$ cat src/rtl/muldiv_unit.sv
// muldiv_unit: iterative multiply/divide engine with HI/LO registers for the
// EX stage. Multiply is 1-bit-per-cycle shift-add and divide is restoring.
// Both operate on operand magnitudes, with sign correction applied in FINISH.
//
// Optional build macro: MULDIV_EARLY_OUT_EN
//   When defined, a multiply ends early once the remaining multiplier bits
//   are all zero. The product is shifted into place in a single step.
//
// Ports:
//   clk, rst_n         clock (rising edge), async active-low reset
//   start, op          issue request (sampled in IDLE); 00 mult, 01 multu,
//                      10 div, 11 divu
//   rs_data, rt_data   multiplicand/dividend, multiplier/divisor
//   flush              abort in-flight operation; suppresses start in IDLE
//   hilo_read          mfhi/mflo in EX this cycle
//   we_hi, we_lo       mthi/mtlo write enables
//   wdata              mthi/mtlo data
//   busy               operation in flight
//   done               one-cycle pulse when HI/LO are updated
//   div_by_zero        one-cycle pulse with done when the divisor was zero
//   stall              combinational pipeline hold
//   hi, lo             HI/LO registers
module muldiv_unit #(
  parameter int unsigned DATA_W = 32
) (
  input  logic              clk,
  input  logic              rst_n,
  input  logic              start,
  input  logic [1:0]        op,
  input  logic [DATA_W-1:0] rs_data,
  input  logic [DATA_W-1:0] rt_data,
  input  logic              flush,
  input  logic              hilo_read,
  input  logic              we_hi,
  input  logic              we_lo,
  input  logic [DATA_W-1:0] wdata,
  output logic              busy,
  output logic              done,
  output logic              div_by_zero,
  output logic              stall,
  output logic [DATA_W-1:0] hi,
  output logic [DATA_W-1:0] lo
);

  localparam int unsigned CNT_W = $clog2(DATA_W + 1);

  typedef enum logic [1:0] {IDLE, RUN, FINISH} state_t;

  state_t              state;
  logic                div_q;     // latched op: 1 = divide
  logic                neg_res;   // product/quotient needs negation
  logic                neg_rem;   // remainder takes the dividend's sign
  logic                dbz_q;
  logic [DATA_W-1:0]   opb;       // multiplicand (mult) or divisor (div)
  logic [2*DATA_W-1:0] acc;       // product, or remainder:quotient
  logic [CNT_W-1:0]    cnt;
`ifdef MULDIV_EARLY_OUT_EN
  logic [DATA_W-1:0]   mq;        // multiplier bits not yet consumed
  logic [CNT_W-1:0]    shamt;
`endif

  logic                rs_neg, rt_neg;
  logic [DATA_W-1:0]   rs_mag, rt_mag;
  logic [DATA_W:0]     mul_sum, rem_sh, diff;
  logic [2*DATA_W-1:0] mul_next, div_next, prod_fix;
  logic [DATA_W-1:0]   quot_fix, rem_fix;

  assign stall = busy & (hilo_read | start | we_hi | we_lo);

  always_comb begin
    rs_neg = ~op[0] & rs_data[DATA_W-1];
    rt_neg = ~op[0] & rt_data[DATA_W-1];
    rs_mag = rs_neg ? -rs_data : rs_data;
    rt_mag = rt_neg ? -rt_data : rt_data;

    // Shift-add: the carry out of the upper-half add shifts into the MSB.
    mul_sum  = {1'b0, acc[2*DATA_W-1:DATA_W]} + {1'b0, opb};
    mul_next = acc[0] ? {mul_sum, acc[DATA_W-1:1]} : {1'b0, acc[2*DATA_W-1:1]};

    // Restoring divide: the shifted remainder needs DATA_W+1 bits before
    // the trial subtract, because it can reach 2*divisor-1.
    rem_sh   = acc[2*DATA_W-1:DATA_W-1];
    diff     = rem_sh - {1'b0, opb};
    div_next = diff[DATA_W] ? {rem_sh[DATA_W-1:0], acc[DATA_W-2:0], 1'b0}
                            : {diff[DATA_W-1:0],   acc[DATA_W-2:0], 1'b1};

    prod_fix = neg_res ? -acc : acc;
    quot_fix = neg_res ? -acc[DATA_W-1:0] : acc[DATA_W-1:0];
    rem_fix  = neg_rem ? -acc[2*DATA_W-1:DATA_W] : acc[2*DATA_W-1:DATA_W];
`ifdef MULDIV_EARLY_OUT_EN
    shamt    = CNT_W'(DATA_W) - cnt;
`endif
  end

  always_ff @(posedge clk or negedge rst_n) begin
    if (!rst_n) begin
      state       <= IDLE;
      div_q       <= 1'b0;
      neg_res     <= 1'b0;
      neg_rem     <= 1'b0;
      dbz_q       <= 1'b0;
      opb         <= '0;
      acc         <= '0;
      cnt         <= '0;
`ifdef MULDIV_EARLY_OUT_EN
      mq          <= '0;
`endif
      busy        <= 1'b0;
      done        <= 1'b0;
      div_by_zero <= 1'b0;
      hi          <= '0;
      lo          <= '0;
    end else begin
      done        <= 1'b0;
      div_by_zero <= 1'b0;
      case (state)
        IDLE: begin
          if (we_hi) hi <= wdata;
          if (we_lo) lo <= wdata;
          if (start && !flush) begin
            div_q   <= op[1];
            neg_res <= rs_neg ^ rt_neg;
            neg_rem <= rs_neg;
            cnt     <= '0;
            busy    <= 1'b1;
            if (op[1]) begin
              opb <= rt_mag;
              acc <= {{DATA_W{1'b0}}, rs_mag};
            end else begin
              opb <= rs_mag;
              acc <= {{DATA_W{1'b0}}, rt_mag};
            end
`ifdef MULDIV_EARLY_OUT_EN
            mq <= rt_mag;
`endif
            if (op[1] && rt_data == '0) begin
              dbz_q <= 1'b1;
              state <= FINISH;
            end else begin
              dbz_q <= 1'b0;
              state <= RUN;
            end
          end
        end
        RUN: begin
          if (flush) begin
            busy  <= 1'b0;
            state <= IDLE;
          end else begin
            cnt <= cnt + 1'b1;
`ifdef MULDIV_EARLY_OUT_EN
            if (!div_q && mq == '0) begin
              // All remaining iterations would only shift: apply them at once.
              acc   <= acc >> shamt;
              state <= FINISH;
            end else begin
              mq  <= mq >> 1;
              acc <= div_q ? div_next : mul_next;
              if (cnt == CNT_W'(DATA_W - 1)) state <= FINISH;
            end
`else
            acc <= div_q ? div_next : mul_next;
            if (cnt == CNT_W'(DATA_W - 1)) state <= FINISH;
`endif
          end
        end
        FINISH: begin
          busy  <= 1'b0;
          state <= IDLE;
          if (!flush) begin
            done        <= 1'b1;
            div_by_zero <= dbz_q;
            if (!dbz_q) begin
              if (div_q) begin
                hi <= rem_fix;
                lo <= quot_fix;
              end else begin
                hi <= prod_fix[2*DATA_W-1:DATA_W];
                lo <= prod_fix[DATA_W-1:0];
              end
            end
          end
        end
        default: state <= IDLE;
      endcase
    end
  end

endmodule
$ cat config.mk
export PLATFORM = sky130hd
export DESIGN_NAME = muldiv_unit
export DESIGN_NICKNAME = d
export VERILOG_FILES = /design/src/rtl/muldiv_unit.sv
export SDC_FILE = /design/constraint.sdc
export NUM_CORES = 1
export LEC_CHECK = 0
export BUFFER_PORTS_ARGS = -buffer_cell sky130_fd_sc_hd__buf_4
export CAP_MARGIN = 10
export CORE_ASPECT_RATIO = 0.6
export CORE_MARGIN = 2
export CORE_UTILIZATION = 65
export CTS_BUF_LIST = sky130_fd_sc_hd__clkbuf_2
export DETAILED_ROUTE_END_ITERATION = 16
export GPL_TIMING_DRIVEN = 0
export HOLD_SLACK_MARGIN = 0.02
export PLACE_DENSITY = 0.95
export REMOVE_ABC_BUFFERS = 1
export SYNTH_ARGS = -nofsm -noshare
export SYNTH_HDL_FRONTEND = slang
export SYNTH_SLANG_ARGS = --single-unit
$ cat constraint.sdc
create_clock -name clk -period 6.58 [get_ports clk]
set_input_delay 1.316 -clock clk [delete_from_list [all_inputs] [get_ports clk]]
set_output_delay 1.316 -clock clk [all_outputs]
set_load 0.05 [all_outputs]
==> results of run 1 <==
==> power breakdown <==
group          total, W  internal (W)  switching (W)
Clock          0.000635      0.000185       0.000450
Sequential      0.00247       0.00155       0.000923
Combinational   0.00719       0.00270        0.00449
==> how the worst max path moves through the flow <==
stage                  from       to  cells after the start
floorplan             start  acc[63]                      7
global placement      start  acc[63]                      8
detailed placement    start  acc[57]                     10
CTS                 acc[31]  acc[60]                     13
global route        acc[31]  acc[60]                     13
finish              acc[31]  acc[60]                     13
==> cells in the final DEF (no fill, tap or decap), types with 66 or more instances in the layout <==
| master | netlist | layout |
|---|---|---|
| a21oi_1 | 209 | 209 |
| buf_4 | 2 | 172 |
| dfrtp_1 | 175 | 173 |
| ha_1 | 72 | 70 |
| inv_1 | 66 | 66 |
| nand2_1 | 220 | 219 |
| nor2_1 | 178 | 177 |
| o21ai_0 | 196 | 195 |
| xnor2_1 | 95 | 95 |
| xor2_1 | 75 | 75 |
==> routing by layer <==
layer | up-vias | wire length (um) | track usage (%)
met4 | 0 | 1490 | 13.5
met1 | 7533 | 22400 | 60.9
li1 | 7307 | - | -
met2 | 1066 | 21300 | 59.9
met5 | - | 0 | 0
met3 | 150 | 7420 | 14.2
==> kinds of logic after synthesis <==
group | count (synthesis) | share of synthesized area, %
and+or+nand+nor | 627 | 19.2
xor gates and xnor gates | 170 | 9.68
AOI/OAI and AO/OA | 686 | 27.4
DFF | 175 | 28.5
buffers and inverters | 192 | 4.78
adders and majority gates | 74 | 6.12
muxes | 64 | 4.38
==> sequential cells by signal (all words and copies together) (netlist names), 2 cells and up <==
register / cells
acc: 64
cnt: 6
hi: 32
lo: 32
opb: 32
state: 2
==> critical path, stage by stage, from the launching register on <==
cell,delay (ns)
dfrtp_1,0.65
inv_1,0.24
ha_1,0.28
fa_1,0.42
nand2b_1,0.19
a21oi_1,0.23
o21ai_0,0.20
a21oi_1,0.46
o21ai_0,0.25
mux2_2,0.39
or2_2,0.47
nor2_1,0.62
o21ai_0,0.20
a32o_1,0.27
==> per-stage QoR <==
stage               std cells  area [um^2]  hold slack (ns)  setup slack (ns)  total power [W]
floorplan                1862        14900            0.463              1.33          0.00715
global placement         2349        16600            0.464             -1.02          0.00903
detailed placement       2359        16900            0.467              1.89          0.00938
CTS                      2390        17100            0.282              1.86           0.0100
global route             2393        17200            0.288              1.48           0.0110
finish                   2393        17200            0.283              1.58           0.0103
==> area by class of cell <==
| type | count | area (um^2) | share of cell area [%] |
|---|---|---|---|
| timing repair buffer | 184 | 1560 | 9.11 |
| multi-input combinational | 1621 | 10300 | 60.2 |
| tap | 315 | 394 | 2.30 |
| clock buffer | 18 | 90.1 | 0.525 |
| antenna | 1 | 2.50 | 0.0146 |
| clock inverter | 13 | 159 | 0.925 |
| sequential | 175 | 4380 | 25.5 |
| inverter | 66 | 248 | 1.44 |
==> flow_summary_export.csv, run 1 <==
group,metric,value,unit
outcome,status,"complete, no violations",
yosys,synth_most_common_cell,"nand2_1",
yosys,syn_area,15400,um^2
global_route,first_global_vias,14600,
die,die_h,123,um
die,die_area,24900,um^2
yosys,synth_cell_types,76,
critical_path,endpoint_kind,"flop",
power_and_ir_drop,ir_worst_vdd,0.311,mV
routing,drt_iter0_markers,2247,
clock_network,cts_hold_buf,0,
timing,final_max_slew_viol_count,0,
yosys,async_flop_share,100,%
critical_path,r2r-start,"acc[31]",
global_route,grt_pass1_wl,81.4,mm
timing,hold_viol,0,
critical_path,arrival,5.80,ns
yosys,synth_common_cells,"nand2_1 (220), a21oi_1 (209), o21ai_0 (196), nor2_1 (178), dfrtp_1 (175)",
placement,globalplace.congestion,0.950,
clock_network,path_clk_slew,0.31,ns
yosys,synth_top_area_cell,"dfrtp_1",
yosys,synth_edf_count,0,
power_and_ir_drop,p_per_area,600,nW/um^2
clock_network,htreeDepth,4,
critical_path,crit_fanout,11,
yosys,synth_cells,1988,
die,start_util,66.3,%
layout,fin_util,74.1,%
global_route,antenna_found_initial,1,
clock_network,post_cts_buffers,0,
clock_network,numCtsBuffers,17,
yosys,syn_area_per_cell,7.74,um^2
yosys,yosys_warnings,0,
routing,dr.pass1.iters,7,
timing,max_slew_margin,14.1,%
clock_network,cts.sinks,175,
timing,grt_setup_unrepaired,"no",
timing,fin_crit,5.00,ns
layout,nNetsFinal,2244,
routing,final_antenna_net_count,0,
layout,fillers,1744,
clock_network,cts_buffer_depth,2,
job,maxCapViolations,0,
clock_network,cts_tree,"yes",
power_and_ir_drop,leakage,7.54,nW
timing,fin_setup_tns,0,ns
layout,syn2layout_area_growth,11.7,%
die,row_count,43,
global_route,grt-ovfl-total,0,
critical_path,criticalPathCategory,"reg -> reg",
routing,drc,0,
yosys,ys.flop_type,"dfrtp_1",
critical_path,rrSetupSlack,1.58,ns
yosys,ys_top_cells_by_area,"dfrtp_1 (28%), a21oi_1 (6.8%), o21ai_0 (6.4%)",
yosys,synth_top_area_share,28.5,%
clock_network,cts_resized,0,
critical_path,crit_path_start_kind,"flop",
die,io_pins,173,
routing,wire_per_inst,22.0,um
clock_network,root_buffer,"clkbuf_2",
die,core,23200,um^2
global_route,grt_usage,42.4,%
layout,drive_above_1_share,13.4,%
critical_path,r2r_end,"acc[60]",
timing,max_freq,200,MHz
routing,viasPerCell,6.71,
routing,drt_wl_total,52.7,mm
timing,finalClockSkew,0.0516,ns
clock_network,clk_latency,0.91,ns
timing,setup_viol,0,
die,fp.dieW,203,um
global_route,grt_max_degree,124,
timing,worstMarginPinSlew,1.29,ns
timing,fin_crit_sh,76.0,%
routing,num_vias,16100,
placement,port_buffers,172,
worst_hold_path,min_path_type,"in -> async",
placement,dp_hpwl,39.9,mm
yosys,synth-seq-area-share,28.5,%
yosys,ys_ff_latch,175,
critical_path,r2r_cells,13,
critical_path,worst_ep_required_time,7.38,ns
(Power assumes the default switching activity.)
==> run 2: changes to the inputs <==
--- a/config.mk
+++ b/config.mk
@@ -9,12 +9,12 @@
 export CAP_MARGIN = 10
 export CORE_ASPECT_RATIO = 0.6
 export CORE_MARGIN = 2
-export CORE_UTILIZATION = 65
+export CORE_UTILIZATION = 62
 export CTS_BUF_LIST = sky130_fd_sc_hd__clkbuf_2
 export DETAILED_ROUTE_END_ITERATION = 16
 export GPL_TIMING_DRIVEN = 0
 export HOLD_SLACK_MARGIN = 0.02
-export PLACE_DENSITY = 0.95
+export PLACE_DENSITY = 0.92
 export REMOVE_ABC_BUFFERS = 1
 export SYNTH_ARGS = -nofsm -noshare
 export SYNTH_HDL_FRONTEND = slang
==> constraint.sdc (replaced) <==
create_clock -name clk -period 4.85 [get_ports clk]
set_input_delay 0.97 -clock clk [delete_from_list [all_inputs] [get_ports clk]]
set_output_delay 0.97 -clock clk [all_outputs]
set_load 0.05 [all_outputs]
==> flow_summary_export.csv, run 2 (same netlist as run 1, synthesis figures left out) <==
group,metric,value,unit
global_route,top_usage_layer,"met1",
timing,max_slew_margin,15.2,%
clock_network,post_cts_buffers,0,
clock_network,htreeDepth,4,
layout,final_cell_mix,"nand2_1 (219), a21oi_1 (208), o21ai_0 (195), nor2_1 (177), dfrtp_1 (173)",
power_and_ir_drop,seqPwrFrac,23.0,%
layout,drive_above_1_share,13.6,%
layout,fin_util,70.9,%
routing,drt_iter0_markers,2265,
critical_path,crit_fanout,11,
power_and_ir_drop,finalPower,0.0143,W
clock_network,root_buffer,"clkbuf_2",
critical_path,critical_path.slowest_cell,"dfrtp_1",
routing,num_vias,16100,
outcome,status,"complete, no violations",
critical_path,worst_ep_required_time,5.67,ns
power_and_ir_drop,combPwrFrac,70.8,%
die,fp.dieW,207,um
die,io_pins,173,
placement,globalplace.congestion,1.04,
layout,fillers,1937,
critical_path,criticalPathCategory,"reg -> reg",
global_route,grt_max_degree,124,
timing,max_freq,216,MHz
critical_path,cp_common_cell,"o21ai_0",
worst_hold_path,worstHoldStart,"flush",
layout,largest_register,"acc",
global_route,grt_usage,40.8,%
routing,final_antenna_net_count,0,
clock_network,cts_tree,"yes",
timing,finalWorstSetupSlack,0.227,ns
layout,largest_reg_flops,64,
job,maxCapViolations,0,
critical_path,crit_start,"acc[31]",
routing,dr.pass1.iters,9,
timing,fin_crit,4.62,ns
timing,fin_crit_sh,95.3,%
timing,finalClockSkew,0.0634,ns
placement,port_buffers,172,
global_route,grt_util_met2,56.4,%
critical_path,crit_buf_inv,1,
timing,final_max_slew_viol_count,0,
power_and_ir_drop,ir_worst_vdd,0.397,mV
die,die_h,126,um
timing,grt_setup_unrepaired,"no",
worst_hold_path,min_path_type,"in -> reg",
routing,wire_per_inst,22.4,um
placement,dp_hpwl,40.3,mm
placement,pre_cts_ws,0.470,ns
timing,holdWs,0.230,ns
clock_network,cts.sinks,175,
clock_network,numCtsBuffers,17,
power_and_ir_drop,p_int,0.00603,W
global_route,grt-ovfl-total,0,
timing,worstMarginPinSlew,1.27,ns
timing,hold_viol,0,
power_and_ir_drop,p_per_area,831,nW/um^2
routing,drt_wl_total,53.7,mm
power_and_ir_drop,swShare,57.9,%
global_route,use_met1,58.1,%
layout,final_common_cell,"nand2_1",
power_and_ir_drop,p_switching,0.00828,W
timing,fin_setup_tns,0,ns
global_route,first_global_vias,14800,
critical_path,slowest_delay,0.61,ns
global_route,grt.met3_usage,17.7,%
critical_path,arrival,5.44,ns
die,core,24300,um^2
clock_network,clk_latency,0.91,ns
critical_path,cp_cell_sequence,"inv_1 > ha_1 > fa_1 > nand2b_1 > a21oi_1 > o21ai_0 > a21oi_1 > o21ai_0 > mux2_2 > or2_2 > nor2_1 > o21ai_0 > a32o_1",
global_route,antenna_found_initial,0,
global_route,grt_pass1_wl,83.5,mm
power_and_ir_drop,pwr-share-clk,6.2,%
layout,diodes,0,
critical_path,endpoint_kind,"flop",
clock_network,cts_buffer_depth,2,
routing,viasPerCell,6.70,
layout,nNetsFinal,2245,
critical_path,r2r-start,"acc[31]",
routing,drc,0,
layout,syn2layout_area_growth,11.9,%
power_and_ir_drop,leakage,7.55,nW
critical_path,crit_family,"compound AO/OA/AOI/OAI gates",
clock_network,path_clk_slew,0.32,ns
timing,setup_viol,0,
critical_path,crit_path_start_kind,"flop",
die,start_util,63.3,%
die,die_area,26100,um^2
die,row_count,44,
run 2: worst reg2reg max path: stages (launching register included):
cell	delay (ns)
dfrtp_1	0.61
inv_1	0.24
ha_1	0.29
fa_1	0.44
nand2b_1	0.20
a21oi_1	0.22
o21ai_0	0.15
a21oi_1	0.44
o21ai_0	0.19
mux2_2	0.39
or2_2	0.48
nor2_1	0.47
o21ai_0	0.19
a32o_1	0.25
run 2: through the flow:
step / instance area (um^2) / std cells
2_1_floorplan: 14900 / 1862
3_3_place_gp: 16600 / 2356
3_5_place_dp: 16900 / 2366
4_1_cts: 17200 / 2399
5_1_grt: 17200 / 2401
6_report: 17200 / 2401
run 2: power groups by stage:
stage	Combinational [W]	Clock (W)	Sequential (W)
floorplan	0.00593	0	0.00377
global placement	0.00922	0	0.00329
detailed placement	0.00972	0	0.00321
CTS	0.00980	0.000875	0.00318
global route	0.0109	0.000938	0.00334
finish	0.0101	0.000886	0.00329
run 2: timing repair:
action	4_1_cts	5_1_grt
endpoints found under the setup margin	0	5
hold buffers	1	0
endpoints found under the hold margin	3	0
resized for setup	0	1
run 2: final timing paths:
path	end	depth (start not counted)	slack (ns)
max reg2reg	acc[60]	13	0.23
min reg2reg	lo[18]	1	0.51
min	done	2	0.23
max in group asynchronous	div_q	3	3.25
min in group asynchronous	acc[41]	2	0.57
max	acc[60]	13	0.23
run 2: layer usage:
metal / vias up / part of all wire, %
li1: 7331 / -
met5: - / 0
met1: 7475 / 41
met4: 0 / 2.3
met2: 1144 / 39
met3: 140 / 17
run 2: layout make-up:
class,instances,area [um^2],area share [%]
multi-input combinational,1621,10300,60.0
inverter,66,248,1.44
clock buffer,17,85.1,0.494
clock inverter,15,180,1.05
sequential,175,4380,25.5
tap,322,403,2.34
timing repair buffer,185,1580,9.17
==> run 3: changes to the inputs <==
--- a/config.mk
+++ b/config.mk
@@ -7,7 +7,7 @@
 export LEC_CHECK = 0
 export BUFFER_PORTS_ARGS = -buffer_cell sky130_fd_sc_hd__buf_4
 export CAP_MARGIN = 10
-export CORE_ASPECT_RATIO = 0.6
+export CORE_ASPECT_RATIO = 1.1
 export CORE_MARGIN = 2
 export CORE_UTILIZATION = 62
 export CTS_BUF_LIST = sky130_fd_sc_hd__clkbuf_2
==> flow_summary_export.csv, run 3 (same netlist as run 1, synthesis figures left out) <==
group,metric,value,unit
power_and_ir_drop,p_int,0.00596,W
power_and_ir_drop,swShare,56.1,%
layout,largest_register,"acc",
critical_path,worst_ep_required_time,5.60,ns
die,die_h,169,um
layout,drive_above_1_share,13.5,%
layout,nNetsFinal,2244,
clock_network,cts.sinks,175,
power_and_ir_drop,seqPwrFrac,23.3,%
worst_hold_path,min_path_type,"in -> async",
die,fp.dieW,154,um
global_route,grt-ovfl-total,0,
clock_network,numCtsBuffers,17,
clock_network,htreeDepth,4,
routing,num_vias,15400,
layout,fin_area,17100,um^2
timing,finalClockSkew,0.0537,ns
placement,placed_cell_area,16900,um^2
routing,drt_wl_total,47.0,mm
die,row_count,60,
clock_network,cts_hold_buf,0,
routing,drt_iter0_markers,1461,
routing,wire_per_inst,19.7,um
critical_path,crit_fanout,11,
power_and_ir_drop,pwr-share-clk,5.9,%
global_route,grt_max_degree,124,
global_route,first_global_vias,14400,
layout,syn2layout_area_growth,11.3,%
power_and_ir_drop,ir_worst_vdd,0.324,mV
power_and_ir_drop,p_switching,0.00762,W
layout,fillers,1931,
placement,dp_hpwl,35.8,mm
timing,grt_setup_unrepaired,"no",
power_and_ir_drop,finalPower,0.0136,W
global_route,grt_usage,35.6,%
placement,pre_cts_ws,0.420,ns
placement,globalplace.congestion,0.952,
power_and_ir_drop,leakage,7.52,nW
routing,final_antenna_net_count,0,
critical_path,arrival,5.40,ns
clock_network,root_buffer,"clkbuf_2",
timing,fin_crit,4.65,ns
layout,final_common_cell,"nand2_1",
critical_path,criticalPathCategory,"reg -> reg",
timing,max_slew_margin,15.2,%
routing,drc,0,
die,core,24400,um^2
critical_path,endpoint_kind,"flop",
clock_network,clk_latency,0.81,ns
global_route,antenna_found_initial,2,
clock_network,path_clk_slew,0.31,ns
critical_path,r2r_cells,13,
power_and_ir_drop,p_per_area,793,nW/um^2
placement,port_buffers,172,
timing,worstMarginPinSlew,1.27,ns
routing,dr.pass1.iters,8,
timing,finalWorstSetupSlack,0.197,ns
power_and_ir_drop,combPwrFrac,70.9,%
clock_network,post_cts_buffers,0,
routing,viasPerCell,6.45,
critical_path,crit_path_start_kind,"flop",
job,maxCapViolations,0,
timing,setup_viol,0,
global_route,grt_pass1_wl,74.3,mm
timing,hold_viol,0,
timing,max_freq,215,MHz
timing,fin_crit_sh,95.9,%
clock_network,cts_buffer_depth,2,
layout,largest_reg_flops,64,
clock_network,cts_tree,"yes",
layout,final_cell_mix,"nand2_1 (219), a21oi_1 (209), o21ai_0 (195), nor2_1 (177), dfrtp_1 (173)",
die,io_pins,173,
timing,final_max_slew_viol_count,0,
clock_network,cts_resized,0,
outcome,status,"complete, no violations",
die,die_area,26100,um^2
die,start_util,63.0,%
==> run 3: final timing paths <==
kind,to,start,slack [ns]
hold reg to reg,lo[17],lo[17],0.51
hold / removal,lo[7],rst_n,0.07
max in group asynchronous,div_q,rst_n,3.86
setup / recovery,acc[60],acc[31],0.20
min in group clk,done,flush,0.31
setup reg to reg,acc[60],acc[31],0.20
==> run 3: routing by layer <==
layer  global-route usage (%)  up-vias  routed length (um)
met1                     47.6     7206               19700
met4                     12.7        2                1490
met5                        0        -                   9
met2                     57.2      744               21200
met3                     7.81      124                4610
li1                         -     7323                   -
==> run 3: power by group through the flow <==
| stage | Sequential (W) | Clock (W) | Combinational (W) |
|---|---|---|---|
| 2_1_floorplan | 0.00377 | 0 | 0.00593 |
| 6_report | 0.00316 | 0.000795 | 0.00962 |
| 5_1_grt | 0.00324 | 0.000849 | 0.0104 |
| 3_5_place_dp | 0.00314 | 0 | 0.00939 |
| 3_3_place_gp | 0.00321 | 0 | 0.00895 |
| 4_1_cts | 0.00310 | 0.000793 | 0.00943 |
==> run 3: final cells by class <==
class                   instances  area, um^2  share of cell area, %
diodes                          1        2.50                 0.0146
clock buffers                  18        90.1                  0.526
clock inverters                14         133                  0.775
inverters                      66         248                   1.45
multi-input cells            1621       10300                   60.3
flip-flops and latches        175        4380                   25.6
well taps                     310         388                   2.27
repair buffers                184        1550                   9.06
==> run 3: through the flow <==
step           utilization (%)  instances  TNS, ns  hold WS [ns]
2_1_floorplan                -       1862  -0.0592         0.463
3_3_place_gp              67.9       2344  -143.86         0.460
3_5_place_dp              69.1       2354        0         0.467
4_1_cts                   70.0       2386        0        0.0790
5_1_grt                   70.2       2389        0        0.0675
6_report                  70.2       2389        0        0.0738
==> run 3: worst max-delay path: stages, from the launching register on <==
cell and delay (ns):
dfrtp_1 0.69, inv_1 0.28, ha_1 0.29, fa_1 0.42
nand2b_1 0.18, a21oi_1 0.17, o21ai_0 0.13, a21oi_1 0.45
o21ai_0 0.19, mux2_2 0.38, or2_2 0.46, nor2_1 0.51
o21ai_0 0.20, a32o_1 0.26
